### config.mk
export PLATFORM = sky130hd
export DESIGN_NAME = multi_edge_detector_flat
export DESIGN_NICKNAME = d
export VERILOG_FILES = /design/src/rtl/multi_edge_detector_pkg.sv /design/src/rtl/multi_edge_detector_if.sv /design/src/rtl/multi_edge_detector_debounce_filter.sv /design/src/rtl/multi_edge_detector.sv /design/src/flat_wrapper.sv
export SDC_FILE = /design/constraint.sdc
export NUM_CORES = 1
export LEC_CHECK = 0
export ABC_AREA = 1
export CAP_MARGIN = 20
export CORE_MARGIN = 5
export CORE_UTILIZATION = 35
export CTS_CLUSTER_SIZE = 16
export DETAILED_ROUTE_END_ITERATION = 12
export HOLD_SLACK_MARGIN = 0.15
export PLACE_DENSITY_LB_ADDON = 0.25
export SYNTH_ARGS = -nofsm -noshare
export SYNTH_HDL_FRONTEND = slang
export SYNTH_SLANG_ARGS = --single-unit
### constraint.sdc
create_clock -name clk -period 2.65 [get_ports clk]
set_input_delay 0.53 -clock clk [delete_from_list [all_inputs] [get_ports clk]]
set_output_delay 0.53 -clock clk [all_outputs]
set_load 0.005 [all_outputs]
### src/rtl/multi_edge_detector_pkg.sv
// Shared types and helpers for the multi-channel edge detector.
// Mode encoding per channel plus the debounce counter sizing rule.
package edge_det_pkg;

    typedef enum logic [1:0] {
        EDGE_NONE = 2'b00,
        EDGE_RISE = 2'b01,
        EDGE_FALL = 2'b10,
        EDGE_BOTH = 2'b11
    } edge_mode_t;

    function automatic int deb_cnt_w(input int debounce);
        return $clog2(debounce) + 1;
    endfunction

    function automatic logic mode_gate(input edge_mode_t mode, input logic rise, input logic fall);
        logic ev;
        case (mode)
            EDGE_NONE: ev = 1'b0;
            EDGE_RISE: ev = rise;
            EDGE_FALL: ev = fall;
            EDGE_BOTH: ev = rise | fall;
            default:   ev = 1'b0;
        endcase
        return ev;
    endfunction

endpackage

### src/rtl/multi_edge_detector_if.sv
// Channel bus of the multi-channel edge detector: raw inputs and controls
// from the master, filtered levels, pulses, status and counts from the slave.
interface multi_edge_detector_if #(
    parameter int N_CH  = 4,
    parameter int CNT_W = 8
);
    logic [N_CH-1:0]       a_i;
    logic [2*N_CH-1:0]     mode_i;
    logic [N_CH-1:0]       irq_en_i;
    logic [N_CH-1:0]       clear_i;
    logic [N_CH-1:0]       level_o;
    logic [N_CH-1:0]       rise_o;
    logic [N_CH-1:0]       fall_o;
    logic [N_CH-1:0]       event_o;
    logic [N_CH-1:0]       status_o;
    logic [N_CH*CNT_W-1:0] count_o;
    logic                  irq_o;

    modport master (
        output a_i, mode_i, irq_en_i, clear_i,
        input  level_o, rise_o, fall_o, event_o, status_o, count_o, irq_o
    );

    modport slave (
        input  a_i, mode_i, irq_en_i, clear_i,
        output level_o, rise_o, fall_o, event_o, status_o, count_o, irq_o
    );
endinterface

### src/rtl/multi_edge_detector_debounce_filter.sv
// Single channel front end: optional synchroniser, debounce filter and
// rise/fall pulse generation from the registered debounced level.
module debounce_filter
    import edge_det_pkg::*;
#(
    parameter int SYNC_STAGES = 2,
    parameter int DEBOUNCE    = 4
) (
    input  logic clk,
    input  logic reset,
    input  logic a,
    output logic level,
    output logic rise,
    output logic fall
);
    localparam int            CW      = deb_cnt_w(DEBOUNCE);
    localparam logic [CW-1:0] CNT_MAX = CW'(DEBOUNCE - 1);

    logic          s_s;
    logic          lvl_r;
    logic          lvl_d_r;
    logic [CW-1:0] cnt_r;

    generate
        if (SYNC_STAGES == 0) begin : g_bypass
            assign s_s = a;
        end else begin : g_sync
            logic [SYNC_STAGES-1:0] sync_r;

            // Synchroniser chain; newest sample enters at bit 0.
            always_ff @(posedge clk or posedge reset) begin
                if (reset) begin
                    sync_r <= '0;
                end else begin
                    sync_r <= SYNC_STAGES'({sync_r, a});
                end
            end

            assign s_s = sync_r[SYNC_STAGES-1];
        end
    endgenerate

    // A new level is accepted only after DEBOUNCE consecutive disagreeing samples.
    always_ff @(posedge clk or posedge reset) begin
        if (reset) begin
            lvl_r   <= 1'b0;
            lvl_d_r <= 1'b0;
            cnt_r   <= '0;
        end else begin
            lvl_d_r <= lvl_r;
            if (s_s == lvl_r) begin
                cnt_r <= '0;
            end else if (cnt_r == CNT_MAX) begin
                lvl_r <= s_s;
                cnt_r <= '0;
            end else begin
                cnt_r <= cnt_r + CW'(1);
            end
        end
    end

    assign level = lvl_r;
    assign rise  = lvl_r & ~lvl_d_r;
    assign fall  = ~lvl_r & lvl_d_r;

endmodule

### src/rtl/multi_edge_detector.sv
// Multi-channel edge detector: per-channel debounce front end, mode gating,
// sticky status, saturating event counters and a combined interrupt.
module multi_edge_detector
    import edge_det_pkg::*;
#(
    parameter int N_CH        = 4,
    parameter int SYNC_STAGES = 2,
    parameter int DEBOUNCE    = 4,
    parameter int CNT_W       = 8
) (
    input logic                 clk,
    input logic                 reset,
    multi_edge_detector_if.slave bus
);
    localparam logic [CNT_W-1:0] CNT_SAT = {CNT_W{1'b1}};

    logic [N_CH-1:0] status_s;

    generate
        for (genvar c = 0; c < N_CH; c++) begin : g_ch
            logic             level_s;
            logic             rise_s;
            logic             fall_s;
            logic             ev_s;
            logic             status_r;
            logic [CNT_W-1:0] cnt_r;
            logic [CNT_W-1:0] cnt_nxt_s;

            debounce_filter #(
                .SYNC_STAGES (SYNC_STAGES),
                .DEBOUNCE    (DEBOUNCE)
            ) u_filt (
                .clk   (clk),
                .reset (reset),
                .a     (bus.a_i[c]),
                .level (level_s),
                .rise  (rise_s),
                .fall  (fall_s)
            );

            assign ev_s = mode_gate(edge_mode_t'(bus.mode_i[2*c +: 2]), rise_s, fall_s);

            // A clear coinciding with an event restarts the count at one.
            always_comb begin
                cnt_nxt_s = cnt_r;
                if (bus.clear_i[c]) begin
                    cnt_nxt_s = ev_s ? CNT_W'(1) : '0;
                end else if (ev_s && (cnt_r != CNT_SAT)) begin
                    cnt_nxt_s = cnt_r + CNT_W'(1);
                end else begin
                    cnt_nxt_s = cnt_r;
                end
            end

            // Sticky status (set wins over clear) and counter registers.
            always_ff @(posedge clk or posedge reset) begin
                if (reset) begin
                    status_r <= 1'b0;
                    cnt_r    <= '0;
                end else begin
                    status_r <= ev_s | (status_r & ~bus.clear_i[c]);
                    cnt_r    <= cnt_nxt_s;
                end
            end

            assign bus.level_o[c]                  = level_s;
            assign bus.rise_o[c]                   = rise_s;
            assign bus.fall_o[c]                   = fall_s;
            assign bus.event_o[c]                  = ev_s;
            assign bus.count_o[c*CNT_W +: CNT_W]   = cnt_r;
            assign status_s[c]                     = status_r;
        end
    endgenerate

    assign bus.status_o = status_s;
    assign bus.irq_o    = |(status_s & bus.irq_en_i);

endmodule

### src/flat_wrapper.sv
// flat-port wrapper written by rule: the top's interface ports become plain ports
module multi_edge_detector_flat import edge_det_pkg::*;
#(
    parameter int N_CH        = 4,
    parameter int SYNC_STAGES = 2,
    parameter int DEBOUNCE    = 4,
    parameter int CNT_W       = 8
)
  (clk, reset, bus_a_i, bus_mode_i, bus_irq_en_i, bus_clear_i, bus_level_o, bus_rise_o, bus_fall_o, bus_event_o, bus_status_o, bus_count_o, bus_irq_o);
  multi_edge_detector_if #(.N_CH(N_CH), .CNT_W(CNT_W)) bus_i ();
  input logic clk;
  input logic reset;
  input wire logic [$bits(bus_i.a_i)-1:0] bus_a_i;
  input wire logic [$bits(bus_i.mode_i)-1:0] bus_mode_i;
  input wire logic [$bits(bus_i.irq_en_i)-1:0] bus_irq_en_i;
  input wire logic [$bits(bus_i.clear_i)-1:0] bus_clear_i;
  output wire logic [$bits(bus_i.level_o)-1:0] bus_level_o;
  output wire logic [$bits(bus_i.rise_o)-1:0] bus_rise_o;
  output wire logic [$bits(bus_i.fall_o)-1:0] bus_fall_o;
  output wire logic [$bits(bus_i.event_o)-1:0] bus_event_o;
  output wire logic [$bits(bus_i.status_o)-1:0] bus_status_o;
  output wire logic [$bits(bus_i.count_o)-1:0] bus_count_o;
  output wire logic [$bits(bus_i.irq_o)-1:0] bus_irq_o;
  assign bus_i.a_i = bus_a_i;
  assign bus_i.mode_i = bus_mode_i;
  assign bus_i.irq_en_i = bus_irq_en_i;
  assign bus_i.clear_i = bus_clear_i;
  assign bus_level_o = bus_i.level_o;
  assign bus_rise_o = bus_i.rise_o;
  assign bus_fall_o = bus_i.fall_o;
  assign bus_event_o = bus_i.event_o;
  assign bus_status_o = bus_i.status_o;
  assign bus_count_o = bus_i.count_o;
  assign bus_irq_o = bus_i.irq_o;
  multi_edge_detector #(.N_CH(N_CH), .SYNC_STAGES(SYNC_STAGES), .DEBOUNCE(DEBOUNCE), .CNT_W(CNT_W)) u_core (.clk(clk), .reset(reset), .bus(bus_i));
endmodule
==> run summary, run 1 <==
Aggregate global routing overflow: 0
Unrepaired setup endpoints after global routing: false
DIE WIDTH: 111 um
Placer Congestion: 0.830
Nets: 539
CP startpoint kind: flop
CTS root buf: clkbuf_8
Initial DRT Pass Iterations: 4
Crit Reg-Reg Endpoint: u_core.g_ch[0].cnt_r[3]
DIE HEIGHT: 111 um
Slew margin rel.: 70.1%
Pre-CTS setup slack: 0.156 ns
DRT Wirelength: 7560 um
Reg clk slew, reported paths: 0.07 ns
Routed Antenna Nets: 0
Post-DP HPWL: 5650 um
Setup TNS: 0 ns
Core box area: 0.00982 mm^2
Ports: 75
Initial Utilization: 36.2%
Ys async rst share: 100%
Pwr dens: 778 mW/mm^2
Syn Inst Count: 438
Actual slew at the worst max-slew pin: 0.449 ns
CP endpoint kind: primary output
Vias in the first global route: 2956
CP required: 2.12 ns
Cell taking the most area after synthesis: dfrtp_1
Fmax achieved: 394 MHz
Seq cells post-synth: 64
Crit path capture: bus_event_o[0]
Highest-count cells in the layout ignoring fill and taps: 111 x nand2_1, 74 x clkdlybuf4s50_1, 64 x dfrtp_1
Syn nets: 476
Commonest non-fill, non-tap cell in the layout: nand2_1
CP Launch Point: u_core.g_ch[0].u_filt.level
Quantity of hold-fixing buffers added after cts: 0
Final cycle utilization of the critical path: 95.7%
Number of setup buffers added after CTS: 0
Cell Area, Synth: 0.00355 mm^2
Number of max-cap violations: 0
Main synth FF type: dfrtp_1
Final setup fails: 0
Syn-to-layout area delta: 27.5%
Worst-Skew Late Latency: 0.33 ns
Hold Vio Cnt, Final: 0
CTS tree: done
Ranking of synthesized cells by area: dfrtp_1 45%, nand2_1 12%, nand3_1 7.6%
Inserted Diodes: 0
Status: finished, final reports clean
Post-synth EDFFs: 0
CTS Sinks: 64
Global-route wire length before repair: 13400 um
R2r worst-path depth: 9
Worst reg2reg path startpoint: u_core.g_ch[0].u_filt.level
Crit Path Class: flop to primary output
Fill cell count: 1010
Count of input and output buffers: 74
Worst vdd ir: 333 uV
Initial antenna violation count: 0
TritonCTS buffer count: 9
Die area: 0.0123 mm^2
Sequential fraction of the synthesis area: 45.1%
Rows: 36
H-tree depth: 3
R2R Setup Slk: 1.07 ns
Final worst setup slack: 0.113 ns
Share of cells above drive strength 1: 7.51%
CP Data Arrival Time: 2.01 ns
Ys Warns: 0
Remaining DRCs: 0
Syn avg cell area: 8.11 um^2
Synth top area share: 45.1%
Initial drt markers: 146
Vias/cell: 4.60
Clock skew: 0.00949 ns
Final Max Slew Viols: 0
Worst min path class: flop to flop
# resized after CTS: 0
CP Max Fanout: 5
Via count: 2941
Tmin final: 2.54 ns
Largest net degree at the start of global routing: 36
Distinct cells, synth: 30
Routed WL per cell: 11.8 um
GR Util All Layers: 12.9%
CTS Buffer Depth: 2
Pleak: 2.11 nW
[power breakdown]
| group | switching [mW] | internal [mW] |
|---|---|---|
| logic | 0.595 | 0.654 |
| clock network | 0.389 | 0.531 |
| registers | 0.179 | 1.18 |
[flip-flops by register name, indices dropped and copies added, names as in the netlist]
name and cells:
u_core.g_ch.cnt_r 32, u_core.g_ch.u_filt.cnt_r 12, u_core.g_ch.u_filt.g_sync.sync_r 8, u_core.g_ch.status_r 4, u_core.g_ch.u_filt.level 4, u_core.g_ch.u_filt.lvl_d_r 4
[metal layers]
metal,GRT usage (%),wire (um),vias to the layer above
met5,0,0,-
met4,4.19,63,0
met3,3.93,414,6
met2,21.4,3530,62
met1,16.0,3550,1371
li1,-,-,1502
[final cells by class]
type	instances	area, um^2	area share [%]
multi-input combinational	298	1590	35.1
sequential	64	1600	35.4
clock buffer	9	124	2.74
tap	133	166	3.68
timing repair buffer	76	756	16.7
clock inverter	7	96.3	2.13
inverter	52	195	4.31
[cells by family after synthesis]
logic type,share of synthesized area [%]
xor gates and xnor gates,2.22
buffers and inverters,10.2
AOI/OAI and AO/OA,5.04
DFF,45.1
adders and majority gates,5.64
and+or+nand+nor,31.8
[how the worst min path moves through the flow]
stage / cells after the start / slack, ns / end / from
CTS: 0 / 0.35 / u_core.g_ch[1].u_filt.g_sync.sync_r[1] / u_core.g_ch[1].u_filt.g_sync.sync_r[0]
detailed placement: 0 / 0.33 / u_core.g_ch[1].u_filt.g_sync.sync_r[1] / u_core.g_ch[1].u_filt.g_sync.sync_r[0]
global placement: 0 / 0.33 / u_core.g_ch[0].u_filt.g_sync.sync_r[1] / u_core.g_ch[0].u_filt.g_sync.sync_r[0]
floorplan: 0 / 0.33 / u_core.g_ch[0].u_filt.g_sync.sync_r[1] / u_core.g_ch[0].u_filt.g_sync.sync_r[0]
global route: 0 / 0.35 / u_core.g_ch[1].u_filt.g_sync.sync_r[1] / u_core.g_ch[1].u_filt.g_sync.sync_r[0]
finish: 0 / 0.35 / u_core.g_ch[1].u_filt.g_sync.sync_r[1] / u_core.g_ch[1].u_filt.g_sync.sync_r[0]
[synth_stat cells (5+ instances only)]
master,n
nor3_1,6
nand2_1,111
dfrtp_1,64
xnor2_1,5
nand2_4,5
ha_1,16
nor2_1,44
o21ai_1,11
buf_4,20
nand3_1,54
a21oi_1,8
nand4_1,5
inv_1,49
nand2_2,5
[metrics by stage]
step	instance area, um^2	hold WS, ns	utilization, %	cells	power [mW]
after detailed placement	4310	0.335	43.9	623	2.65
after floorplan	3550	0.331	-	438	2.19
after global routing	4530	0.354	46.1	639	3.81
after CTS	4530	0.354	46.1	639	3.61
after global placement	4310	0.333	43.9	623	2.62
final	4530	0.352	46.1	639	3.52
[critical path: stages (launching register included)]
cell and delay [ns]:
dfrtp_1 0.44, ha_1 0.29, a21oi_1 0.14, nand2_1 0.09
nand2_2 0.18, clkdlybuf4s50_1 0.54
Power figures use the tool's default switching activity.
==> inputs of run 2 (changes only) <==
--- a/config.mk
+++ b/config.mk
@@ -7,7 +7,6 @@
 export LEC_CHECK = 0
 export ABC_AREA = 1
 export CAP_MARGIN = 20
-export CORE_MARGIN = 5
 export CORE_UTILIZATION = 35
 export CTS_CLUSTER_SIZE = 16
 export DETAILED_ROUTE_END_ITERATION = 12
==> run 2 against run 1 <==
Net effect: register-to-register slack better by 0.05 ns; critical endpoint is now bus_event_o[2]; die area down 14%; global-route usage up 2.5 points; clock power down 8.7%; count of clock-buffer cells in the layout unchanged; largest cell class unchanged; fmax up 1.7%; combinational power about the same; non-clock buffer count up 1; design area up 0.19%.
==> run summary, run 2 (same netlist as run 1, synthesis figures left out) <==
Status: finished, final reports clean
Initial Utilization: 36.2%
CP startpoint kind: flop
Number of max-cap violations: 0
DIE HEIGHT: 103 um
Switching Share: 34.1%
Hold depth: 0
CTS Sinks: 64
Routed WL per cell: 11.7 um
Rows: 36
Initial DRT Pass Iterations: 4
Final design instance area without fill: 0.00454 mm^2
GR Util All Layers: 15.4%
Tmin final: 2.49 ns
CTS Buffer Depth: 2
Commonest non-fill, non-tap cell in the layout: nand2_1
Aggregate global routing overflow: 0
Pre-CTS setup slack: 0.151 ns
Slowest-stage cell, CP: clkdlybuf4s50_1
Initial drt markers: 96
CP required: 2.12 ns
R2R Setup Slk: 1.12 ns
DRT Wirelength: 7460 um
Pwr Total: 3.47 mW
Worst reg2reg path startpoint: u_core.g_ch[1].u_filt.level
Final core occ: 46.2%
H-tree depth: 3
CP Launch Point: u_core.g_ch[2].u_filt.level
Actual slew at the worst max-slew pin: 0.355 ns
Remaining DRCs: 0
Placed insts: 623
Clock power frac: 24.2%
CTS root buf: clkbuf_8
Slew margin rel.: 76.3%
Vias/cell: 4.58
Unrepaired setup endpoints after global routing: false
Inserted Diodes: 0
Crit Path Class: flop to primary output
Placer Congestion: 0.811
R2r worst-path depth: 6
Quantity of hold-fixing buffers added after cts: 0
Final setup fails: 0
TritonCTS buffer count: 9
Die area: 0.0106 mm^2
Fill cell count: 1011
Final cycle utilization of the critical path: 94.1%
Via count: 2930
Design internal power: 2.28 mW
Crit-path max cell delay: 0.55 ns
Ports: 75
Net Switching: 1.18 mW
Final Max Slew Viols: 0
Pwr dens: 765 mW/mm^2
Combinational power share: 36.5%
Hold_ws: 0.356 ns
Placed cell area: 0.00432 mm^2
Largest regs: u_core.g_ch.cnt_r: 32 flops, u_core.g_ch.u_filt.cnt_r: 12 flops, u_core.g_ch.u_filt.g_sync.sync_r: 8 flops
Worst vdd ir: 411 uV
Multi-input logic area: 0.00159 mm^2
CP Max Fanout: 6
CP Data Arrival Time: 1.96 ns
Hold Startpoint: u_core.g_ch[1].u_filt.g_sync.sync_r[0]
CTS tree: done
Worst min path class: flop to flop
Share of cells above drive strength 1: 7.69%
Most flop-heavy register: u_core.g_ch.cnt_r
Largest net degree at the start of global routing: 35
Highest-count cells in the layout ignoring fill and taps: 111 x nand2_1, 74 x clkdlybuf4s50_1, 64 x dfrtp_1
Reg clk slew, reported paths: 0.08 ns
Final Instance Count excl. Fillers: 640
Vias in the first global route: 2807
Count of input and output buffers: 74
Most frequent cell on the critical path: nand2_1
Core box area: 0.00982 mm^2
Hold Vio Cnt, Final: 0
Crit-path cells: ha_1 > nand2_1 > nand2_1 > o21ai_4 > clkdlybuf4s50_1
Crit Reg-Reg Endpoint: u_core.g_ch[1].cnt_r[6]
Initial antenna violation count: 0
Max reg flops: 32
Pleak: 2.11 nW
Storage cell area: 0.00160 mm^2
Worst-Skew Late Latency: 0.33 ns
Final worst setup slack: 0.157 ns
Post-DP HPWL: 5490 um
Flop pwr share: 39.3%
Nets: 540
DIE WIDTH: 103 um
Fmax achieved: 401 MHz
CP endpoint kind: primary output
Setup TNS: 0 ns
Global-route wire length before repair: 12700 um
Routed Antenna Nets: 0
Clock skew: 0.0124 ns
Syn-to-layout area delta: 27.7%
Crit path capture: bus_event_o[2]
==> run 2: worst min path at each step <==
stage | slack, ns | endpoint
CTS | 0.36 | u_core.g_ch[1].u_filt.g_sync.sync_r[1]
global placement | 0.33 | u_core.g_ch[0].u_filt.g_sync.sync_r[1]
global route | 0.37 | u_core.g_ch[1].u_filt.g_sync.sync_r[1]
finish | 0.36 | u_core.g_ch[1].u_filt.g_sync.sync_r[1]
floorplan | 0.33 | u_core.g_ch[0].u_filt.g_sync.sync_r[1]
detailed placement | 0.34 | u_core.g_ch[1].u_filt.g_sync.sync_r[1]
==> run 2: routing by layer <==
layer / vias to the layer above / GRT usage [%] / routed length, um
met4: 0 / 6.18 / 49
met2: 60 / 24.7 / 3470
met3: 6 / 3.59 / 374
met5: - / 0 / 0
met1: 1358 / 20.1 / 3560
li1: 1506 / - / -
==> run 2: critical path: cells and delay by family (launching register included) <==
kind,cells,cell delay (ns)
AO/OA/AOI/OAI,1,0.22
adder cells (fa/ha/maj),1,0.30
buffers and inverters,1,0.55
flip-flops,1,0.44
AND/OR/NAND/NOR,2,0.14
==> run 2: what timing repair did <==
| action | CTS | global route |
|---|---|---|
| endpoints found under the setup margin | 0 | 1 |
| endpoints found under the hold margin | 0 | 0 |
| gates resized for setup | 0 | 1 |
| buffers inserted | 0 | 1 |
==> run 2: final cells by class <==
cell class                 count  area share (%)
multi-input combinational    298            35.1
clock inverter                 7            1.77
tap                          133            3.67
inverter                      52            4.30
clock buffer                   9            2.73
timing repair buffer          77            17.1
sequential                    64            35.3
==> run 2: power groups by stage <==
stage	Clock, mW	Combinational [mW]	Sequential [mW]
5_1_grt	0.919	1.43	1.40
3_5_place_dp	0	1.26	1.38
3_3_place_gp	0	1.24	1.38
4_1_cts	0.879	1.27	1.37
2_1_floorplan	0	0.847	1.34
6_report	0.840	1.27	1.36
